### src/rtl/rx_byte_word_packer_if.sv
`default_nettype none
// ============================================================================
//  Module      : rx_byte_word_packer_if
//  Description : Byte-stream input and packed-word output bundle between the
//                OFDM receiver byte decoder and the RX byte-to-word packer.
//                The master side is the receiver/stimulus; the slave side is
//                the packer.
//  Revision    : 1.0 - initial release
// ============================================================================
interface rx_byte_word_packer_if;
  logic        pkt_start;
  logic [7:0]  byte_in;
  logic        byte_in_strobe;
  logic [15:0] byte_count;
  logic [15:0] num_byte;
  logic        fcs_in_strobe;
  logic        fcs_ok;
  logic        rx_pkt_sn_plus_one;
  logic [63:0] word_out;
  logic        word_out_strobe;

  modport master (
    output pkt_start, byte_in, byte_in_strobe, byte_count, num_byte,
           fcs_in_strobe, fcs_ok, rx_pkt_sn_plus_one,
    input  word_out, word_out_strobe
  );

  modport slave (
    input  pkt_start, byte_in, byte_in_strobe, byte_count, num_byte,
           fcs_in_strobe, fcs_ok, rx_pkt_sn_plus_one,
    output word_out, word_out_strobe
  );
endinterface
`default_nettype wire

### src/rtl/rx_byte_word_packer.sv
`default_nettype none
// ============================================================================
//  Module      : rx_byte_word_packer
//  Description : Packs the decoded PSDU byte stream into 64-bit little-endian
//                words for the RX DMA path, then appends one trailer word
//                with the FCS result and the packet sequence number.
//                Optional feature macro: TRAILER_PKT_LEN_EN - when defined,
//                trailer bits [63:48] carry num_byte latched at pkt_start.
//  Revision    : 1.0 - initial release
// ============================================================================
module rx_byte_word_packer #(
  parameter int SN_WIDTH = 10
) (
  input  wire logic           clk,
  input  wire logic           reset,
  rx_byte_word_packer_if.slave bus
);

  // --------------------------------------------------------------------------
  // State
  // --------------------------------------------------------------------------
  logic [63:0]         acc_q,     acc_d;
  logic                pending_q, pending_d;
  logic                fcs_ok_q,  fcs_ok_d;
  logic [SN_WIDTH-1:0] sn_q,      sn_d;
  logic [63:0]         word_q,    word_d;
  logic                strobe_q,  strobe_d;
`ifdef TRAILER_PKT_LEN_EN
  logic [15:0]         pkt_len_q, pkt_len_d;
`endif

  // --------------------------------------------------------------------------
  // Combinational helpers
  // --------------------------------------------------------------------------
  logic        w_accept;
  logic        w_last_byte;
  logic        w_emit_data;
  logic        w_emit_trailer;
  logic [63:0] w_merged;
  logic [63:0] w_trailer;

  // Byte index compared in 17 bits so num_byte = 0 cannot wrap to 0xFFFF.
  assign w_last_byte = (({1'b0, bus.byte_count} + 17'd1) == {1'b0, bus.num_byte});

  // A byte is taken only if it lies inside the PSDU; pkt_start drops it.
  assign w_accept = bus.byte_in_strobe && !bus.pkt_start &&
                    (bus.byte_count < bus.num_byte);

  // Word boundary: lane 7 filled, or final byte of the packet.
  assign w_emit_data = w_accept && ((bus.byte_count[2:0] == 3'd7) || w_last_byte);

  // Trailer waits for a cycle with no data word; a new packet cancels it.
  assign w_emit_trailer = pending_q && !w_emit_data && !bus.pkt_start;

  // Accumulator with the incoming byte dropped into its lane.
  always_comb begin
    w_merged = acc_q;
    w_merged[{bus.byte_count[2:0], 3'b000} +: 8] = bus.byte_in;
  end

  // Trailer layout: fcs_ok in bit 0, sn from bit 16, optional length on top.
  always_comb begin
    w_trailer                  = 64'd0;
    w_trailer[0]               = fcs_ok_q;
    w_trailer[16 +: SN_WIDTH]  = sn_q;
`ifdef TRAILER_PKT_LEN_EN
    w_trailer[63:48]           = pkt_len_q;
`endif
  end

  // Next-state for accumulator, trailer bookkeeping and output register.
  always_comb begin
    acc_d     = acc_q;
    pending_d = pending_q;
    fcs_ok_d  = fcs_ok_q;
    sn_d      = sn_q;
    word_d    = word_q;
    strobe_d  = 1'b0;
`ifdef TRAILER_PKT_LEN_EN
    pkt_len_d = pkt_len_q;
`endif

    // Accumulator: cleared by a new packet or by each emission.
    if (bus.pkt_start) begin
      acc_d = 64'd0;
    end else if (w_emit_data) begin
      acc_d = 64'd0;
    end else if (w_accept) begin
      acc_d = w_merged;
    end

`ifdef TRAILER_PKT_LEN_EN
    if (bus.pkt_start) begin
      pkt_len_d = bus.num_byte;
    end
`endif

    // Pending flag: a strobe arriving while the trailer leaves is absorbed
    // into that trailer so only one trailer is ever produced per packet.
    if (bus.pkt_start) begin
      pending_d = 1'b0;
    end else if (w_emit_trailer) begin
      pending_d = 1'b0;
    end else if (bus.fcs_in_strobe) begin
      pending_d = 1'b1;
    end

    if (bus.fcs_in_strobe && !bus.pkt_start) begin
      fcs_ok_d = bus.fcs_ok;
    end

    if (w_emit_trailer && bus.rx_pkt_sn_plus_one) begin
      sn_d = sn_q + SN_WIDTH'(1);
    end

    // Output register: data word has priority over the trailer.
    if (w_emit_data) begin
      word_d   = w_merged;
      strobe_d = 1'b1;
    end else if (w_emit_trailer) begin
      word_d   = w_trailer;
      strobe_d = 1'b1;
    end
  end

  // State register with synchronous reset.
  always_ff @(posedge clk) begin
    if (reset) begin
      acc_q     <= 64'd0;
      pending_q <= 1'b0;
      fcs_ok_q  <= 1'b0;
      sn_q      <= '0;
      word_q    <= 64'd0;
      strobe_q  <= 1'b0;
`ifdef TRAILER_PKT_LEN_EN
      pkt_len_q <= 16'd0;
`endif
    end else begin
      acc_q     <= acc_d;
      pending_q <= pending_d;
      fcs_ok_q  <= fcs_ok_d;
      sn_q      <= sn_d;
      word_q    <= word_d;
      strobe_q  <= strobe_d;
`ifdef TRAILER_PKT_LEN_EN
      pkt_len_q <= pkt_len_d;
`endif
    end
  end

  assign bus.word_out        = word_q;
  assign bus.word_out_strobe = strobe_q;

endmodule
`default_nettype wire

### src/flat_wrapper.sv
// flat-port wrapper written by rule: the top's interface ports become plain ports
module rx_byte_word_packer_flat 
#(
  parameter int SN_WIDTH = 10
)
  (clk, reset, bus_pkt_start, bus_byte_in, bus_byte_in_strobe, bus_byte_count, bus_num_byte, bus_fcs_in_strobe, bus_fcs_ok, bus_rx_pkt_sn_plus_one, bus_word_out, bus_word_out_strobe);
  rx_byte_word_packer_if bus_i ();
  input  wire logic clk;
  input  wire logic reset;
  input wire logic [$bits(bus_i.pkt_start)-1:0] bus_pkt_start;
  input wire logic [$bits(bus_i.byte_in)-1:0] bus_byte_in;
  input wire logic [$bits(bus_i.byte_in_strobe)-1:0] bus_byte_in_strobe;
  input wire logic [$bits(bus_i.byte_count)-1:0] bus_byte_count;
  input wire logic [$bits(bus_i.num_byte)-1:0] bus_num_byte;
  input wire logic [$bits(bus_i.fcs_in_strobe)-1:0] bus_fcs_in_strobe;
  input wire logic [$bits(bus_i.fcs_ok)-1:0] bus_fcs_ok;
  input wire logic [$bits(bus_i.rx_pkt_sn_plus_one)-1:0] bus_rx_pkt_sn_plus_one;
  output wire logic [$bits(bus_i.word_out)-1:0] bus_word_out;
  output wire logic [$bits(bus_i.word_out_strobe)-1:0] bus_word_out_strobe;
  assign bus_i.pkt_start = bus_pkt_start;
  assign bus_i.byte_in = bus_byte_in;
  assign bus_i.byte_in_strobe = bus_byte_in_strobe;
  assign bus_i.byte_count = bus_byte_count;
  assign bus_i.num_byte = bus_num_byte;
  assign bus_i.fcs_in_strobe = bus_fcs_in_strobe;
  assign bus_i.fcs_ok = bus_fcs_ok;
  assign bus_i.rx_pkt_sn_plus_one = bus_rx_pkt_sn_plus_one;
  assign bus_word_out = bus_i.word_out;
  assign bus_word_out_strobe = bus_i.word_out_strobe;
  rx_byte_word_packer #(.SN_WIDTH(SN_WIDTH)) u_core (.clk(clk), .reset(reset), .bus(bus_i));
endmodule
### config.mk
export PLATFORM = sky130hd
export DESIGN_NAME = rx_byte_word_packer_flat
export DESIGN_NICKNAME = d
export VERILOG_FILES = /design/src/rtl/rx_byte_word_packer_if.sv /design/src/rtl/rx_byte_word_packer.sv /design/src/flat_wrapper.sv
export SDC_FILE = /design/constraint.sdc
export NUM_CORES = 1
export LEC_CHECK = 0
export ABC_AREA = 1
export CAP_MARGIN = 0
export CORE_MARGIN = 3
export CORE_UTILIZATION = 45
export DETAILED_ROUTE_END_ITERATION = 16
export PLACE_DENSITY = 0.68
export SLEW_MARGIN = 20
export SYNTH_ARGS = -nofsm -noshare
export SYNTH_HDL_FRONTEND = slang
export SYNTH_SLANG_ARGS = --single-unit
### constraint.sdc
create_clock -name clk -period 6.1 [get_ports clk]
set_clock_uncertainty 0.1 [all_clocks]
set_input_delay 0.915 -clock clk [delete_from_list [all_inputs] [get_ports clk]]
set_output_delay 0.915 -clock clk [all_outputs]
set_load 0.01 [all_outputs]
Word-level counts from Yosys, hierarchy flattened
Index checks and enable logic that the tools add are counted.
Widths: inputs -> output; s select.
- flip-flop bits (word level): 141
- input bits: 47
- output and inout port bits: 65
- logic and storage cells: 32
- add/sub/neg operators: 3
- magnitude comparators: 1
- equal/unequal tests: 2
- shift operators: 2
- mux-type cells: 5
- reduce and logical (&&, ||, !) cells: 13
- operators with widths (cell ; number):
    $mux 64 ; 2
    $bwmux 64 ; 1
    $shift 8x8->64 const A ; 1
    $shiftx 8x8->64 ; 1
    $add 16x1->17 const B ; 1
    $eq 17x16->1 ; 1
    $lt 16x16->1 ; 1
    $add 10x1->10 const B ; 1
    $neg 6->8 ; 1
    $logic_and 1x1->1 ; 7
    $reduce_or 3->1 ; 2
    $eq 3x3->1 const B ; 1
    $logic_not 1->1 ; 2
    $mux 1 ; 2
    $reduce_bool 2->1 ; 1
    $logic_or 1x1->1 ; 1

Longest topological paths before layout
- word-level depth: 9
- depth in mapped cells: 18
- depth with buffers taken out: 17

Worst setup path after synthesis
Ideal clock, no wire load.
- path kind: input to register
- start point: input port bus_byte_count[0]
- end point: register u_core.word_q[38], in the netlist u_core.bus.word_out[38]
- library setup time: 0.070 ns
- arrival: 3.087 ns
- data required time: 5.930 ns
- path slack: 2.843 ns
- stages on the path: 13
- buffers on the path: 4
- path through: inv_2 -> clkbuf_1 -> ha_1 -> buf_2 -> inv_2 -> buf_2 -> nand2_1 -> nor3_2 -> buf_2 -> a21oi_1 -> a31oi_1 -> nand3_1 -> a21oi_1
- longest elaborated chain between the ends: 8
- elaborated cells between the ends (all ways): 16
- classes of those cells: add/sub (2); order compare (1); eq/ne (2); shift (2); mux (2); reduce/logical (7)
- ends and longest elaborated chain (item ; RTL line ; text):
    start: declaration ; flat_wrapper.sv:13 ; input wire logic [$bits(bus_i.byte_count)-1:0] bus_byte_count;
    $add 16x1->17 ; rx_byte_word_packer.sv:43 ; assign w_last_byte = (({1'b0, bus.byte_count} + 17'd1) == {1'b0, bus.num_byte});
    $eq 17x16->1 ; rx_byte_word_packer.sv:43 ;
    $logic_or 1x1->1 ; rx_byte_word_packer.sv:50 ; assign w_emit_data = w_accept && ((bus.byte_count[2:0] == 3'd7) || w_last_byte);
    $logic_and 1x1->1 ; rx_byte_word_packer.sv:50 ;
    $logic_not 1->1 ; rx_byte_word_packer.sv:53 ; assign w_emit_trailer = pending_q && !w_emit_data && !bus.pkt_start;
    $logic_and 1x1->1 (2 in series) ; rx_byte_word_packer.sv:53 ;
    $reduce_bool 2->1 (no line) ; -- ;
    end signal: assignment ; rx_byte_word_packer.sv:143 ; word_q <= word_d;
    end: declaration ; rx_byte_word_packer.sv:26 ; logic [63:0] word_q, word_d;
Several ways; a longest one is shown, not always the timed one.
A chain may end at the register's enable or synchronous reset.

Worst setup path after layout
- start point: input port bus_byte_count[0]
- end point: register u_core.sn_q[2]
- longest elaborated chain between the ends: 8
- elaborated cells between the ends (all ways): 11
- classes of those cells: add/sub (1); order compare (1); eq/ne (2); reduce/logical (7)
- ends and longest elaborated chain (item ; RTL line ; text):
    $add 16x1->17 ; rx_byte_word_packer.sv:43 ;
    $eq 17x16->1 ; rx_byte_word_packer.sv:43 ;
    $logic_or 1x1->1 ; rx_byte_word_packer.sv:50 ;
    $logic_and 1x1->1 (*) ; rx_byte_word_packer.sv:50 ;
    $logic_not 1->1 (*) ; rx_byte_word_packer.sv:53 ;
    $logic_and 1x1->1 (*) (2 in series) ; rx_byte_word_packer.sv:53 ;
    $logic_and 1x1->1 (*) ; rx_byte_word_packer.sv:112 ; if (w_emit_trailer && bus.rx_pkt_sn_plus_one) begin
    end signal: assignment ; rx_byte_word_packer.sv:142 ; sn_q <= sn_d;
    end: declaration ; rx_byte_word_packer.sv:25 ; logic [SN_WIDTH-1:0] sn_q, sn_d;
Every way passes the cells marked *; elsewhere a longest branch is shown, timed or not.

==> run metrics <==
status=completed; Max-slew headroom=27.0%; largest area contributor in the netlist=dfxtp_1; post_cts resized=0; top post-synthesis cells by area=dfxtp_1 37%, nand2_1 12%, nand3_1 12%; Worst Hold Path EP=u_core.acc_q[42]; reg-to-reg startpoint=u_core.sn_q[0]; IO Pins=112; cells on worst reg2reg path=8; Ys Warns=0; Cell Count, Final, Fillers Out=1385; largest net degree at the start of global routing=88; ant diodes=0; Hold WS=0.357 ns; post-route ant nets=0; fraction of the mapped netlist area in compound gates=12.9%; post-CTS setup buffers=0; via count=7401; drt drc=0; vias in the first global route=6754; Worst Hold Launch=u_core.acc_q[42]; EDFF count, synth=0; worst setup margin=1.94 ns; placed insts=1354; Setup-failing EPs final=0; worst reg2reg path endpoint=u_core.sn_q[9]; Mapped Nets=1160; Hold Fails Final Rpt=0; GRT Resource Usage Total=22.4%; Detailed Routing Iterations Pass 1=5; first-pass GRT wire length=33800 um; Initial Utilization=47.0%; post-synthesis mux area share=3.84%; XOR/XNOR Fraction of Synth Area=1.84%; Hold Path Class=reg -> reg; VDD IR max=0.000215 V; CP Capture Type=flop; Slew Limit Fails=0; Tmin final=4.16 ns; highest-count cells in the layout ignoring fill and taps=239 x nand2_1, 176 x nand3_1, 154 x a21oi_1; largest family of logic cells by synthesized area=simple AND/OR/NAND/NOR gates; count of cell types in the netlist=35; Critical Path Fanout Max=87; Synth Area in Simple Gates=30.6%; Core Rows=46; worst-skew pair later-pin latency=0.43 ns; leakage=3.51 nW; initial antenna violation count=0; CP Data Required Time=6.32 ns; 1st-iter DRT viols=668; Critical Path Start Type=input pin; post-synthesis register bit count=141; Slowest Stage Delay on Critical Path=0.66 ns; Cell Chain, Critical Path=clkdlybuf4s50_1, inv_2, ha_1, inv_2, o22ai_1, a21oi_1, nand3_1, nor2_1, nand3_2, nand2_2, nand2_4, buf_4, nand3_2, a21oi_1, nor2_1; Gate Count Post-Synth=1089; gr ovfl total=0; post-DR wirelength/cell=14.5 um; CP max-delay cell=clkdlybuf4s50_1; unrepaired setup endpoints after global routing=false; root buf cell=clkbuf_16; setup_tns=0 ns; max-cap violations=0; PwrDens=234 mW/mm2; CTS tree=yes; Setup CP Type=in -> reg; Die X=136 um; sequential element share of the synthesized area=37.0%; DR vias/cell=5.34; prevailing post-synth register cell=dfxtp_1; Clock Path Buffers=2; Worst Hold Path Cells=2; share of cells above drive strength 1=7.53%; flop2flop setup slack=4.17 ns; Final nets=1228; Worst EP arrival=4.38 ns; number of port buffers=111; HPWL after detailed placement=13600 um; total power=2.18 mW; core area=0.0162 mm2; adder-cell share of the synthesized area=3.94%; H-tree lvl count=4; hold_buf cts=0; area share of the largest cell type after synthesis=37.0%; die area=0.0186 mm2; clock-pin slew on the worst setup and hold paths=0.06 ns; clock buffer count from CTS=17; worst slew pin tran=1.09 ns; clock sink total=141; Tcrit/Tclk final=68.2%; Post-synth ARST share=0%; final wirelength=20100 um; Die Height=136 um; commonest non-fill, non-tap cell in the layout=nand2_1; routability cong.=0.876; syn_area_per_cell=7.01 um2; dpl ws=1.47 ns; area added between synthesis and finish=21.8%; Achievable Freq=240 MHz; Syn Std Cell Area=0.00763 mm2
[per-stage QoR]
step                      util [%]  cell area (um2)
after global routing          57.2             9290
after global placement        53.7             8710
after detailed placement      53.7             8710
after floorplan                  -             7630
after CTS                     57.2             9290
final                         57.2             9290
[Yosys cell counts (2+ instances only)]
library cell  instances
nand2_1             240
nand3_1             176
a21oi_1             154
dfxtp_1             141
inv_1                95
nor2_1               47
clkbuf_1             37
mux2_2               26
o21ai_0              26
ha_1                 24
nor3_1               22
buf_2                17
buf_6                12
xor2_1               11
nand4_1              10
a31oi_1               8
nor3_2                5
xnor2_1               5
buf_1                 4
inv_2                 4
nand3_2               4
nor2_2                4
nor2_4                3
clkinv_1              2
o21ai_1               2
[routing by layer]
metal,global-route usage (%),wire (um),vias to the layer above
met5,0,0,-
met4,6.83,314,0
met3,4.33,1150,34
met2,32.3,8530,192
met1,33.5,10100,3421
li1,-,-,3754
[sequential cells by signal (all words and copies together) (netlist names)]
| register | cells |
|---|---|
| u_core.acc_q | 64 |
| u_core.bus.word_out | 64 |
| u_core.sn_q | 10 |
| u_core.bus.word_out_strobe | 1 |
| u_core.fcs_ok_q | 1 |
| u_core.pending_q | 1 |
[cells by family (layout without fill, tap and decap cells)]
family / Yosys count / count (layout)
and+or+nand+nor: 518 / 518
buffers and inverters: 171 / 251
xor gates and xnor gates: 16 / 16
AOI/OAI and AO/OA: 193 / 193
adders and majority gates: 24 / 24
DFF: 141 / 141
muxes: 26 / 26
[critical path, delay by kind of cell]
family                   cells  cell delay, ns
buffers and inverters        4            1.68
adder cells (fa/ha/maj)      1            0.52
AO/OA/AOI/OAI                3            0.47
AND/OR/NAND/NOR              7            0.75
[worst max path at each step]
stage,from,to,slack [ns]
after CTS,bus_byte_count[0],u_core.sn_q[2],1.91
after global placement,bus_byte_count[0],u_core.sn_q[2],1.54
final,bus_byte_count[0],u_core.sn_q[2],1.94
after floorplan,bus_byte_count[0],u_core.bus.word_out[38],2.84
after global routing,bus_byte_count[0],u_core.sn_q[1],1.54
after detailed placement,bus_byte_count[0],u_core.sn_q[2],1.47
[area by class of cell]
type	count	area, um2
Clock inverter	6	83.8
Timing Repair Buffer	119	1180
Fill cell	1593	6940
Inverter	101	379
Clock buffer	25	495
Multi-Input combinational cell	777	4060
Tap cell	216	270
Sequential cell	141	2820
[where the power goes]
group          internal [mW]  switching [mW]
Sequential             0.924         0.00161
Clock                  0.642           0.384
Combinational         0.0753           0.152
Total                   1.64           0.537
Note: power is estimated with default switching activity, not from simulation.
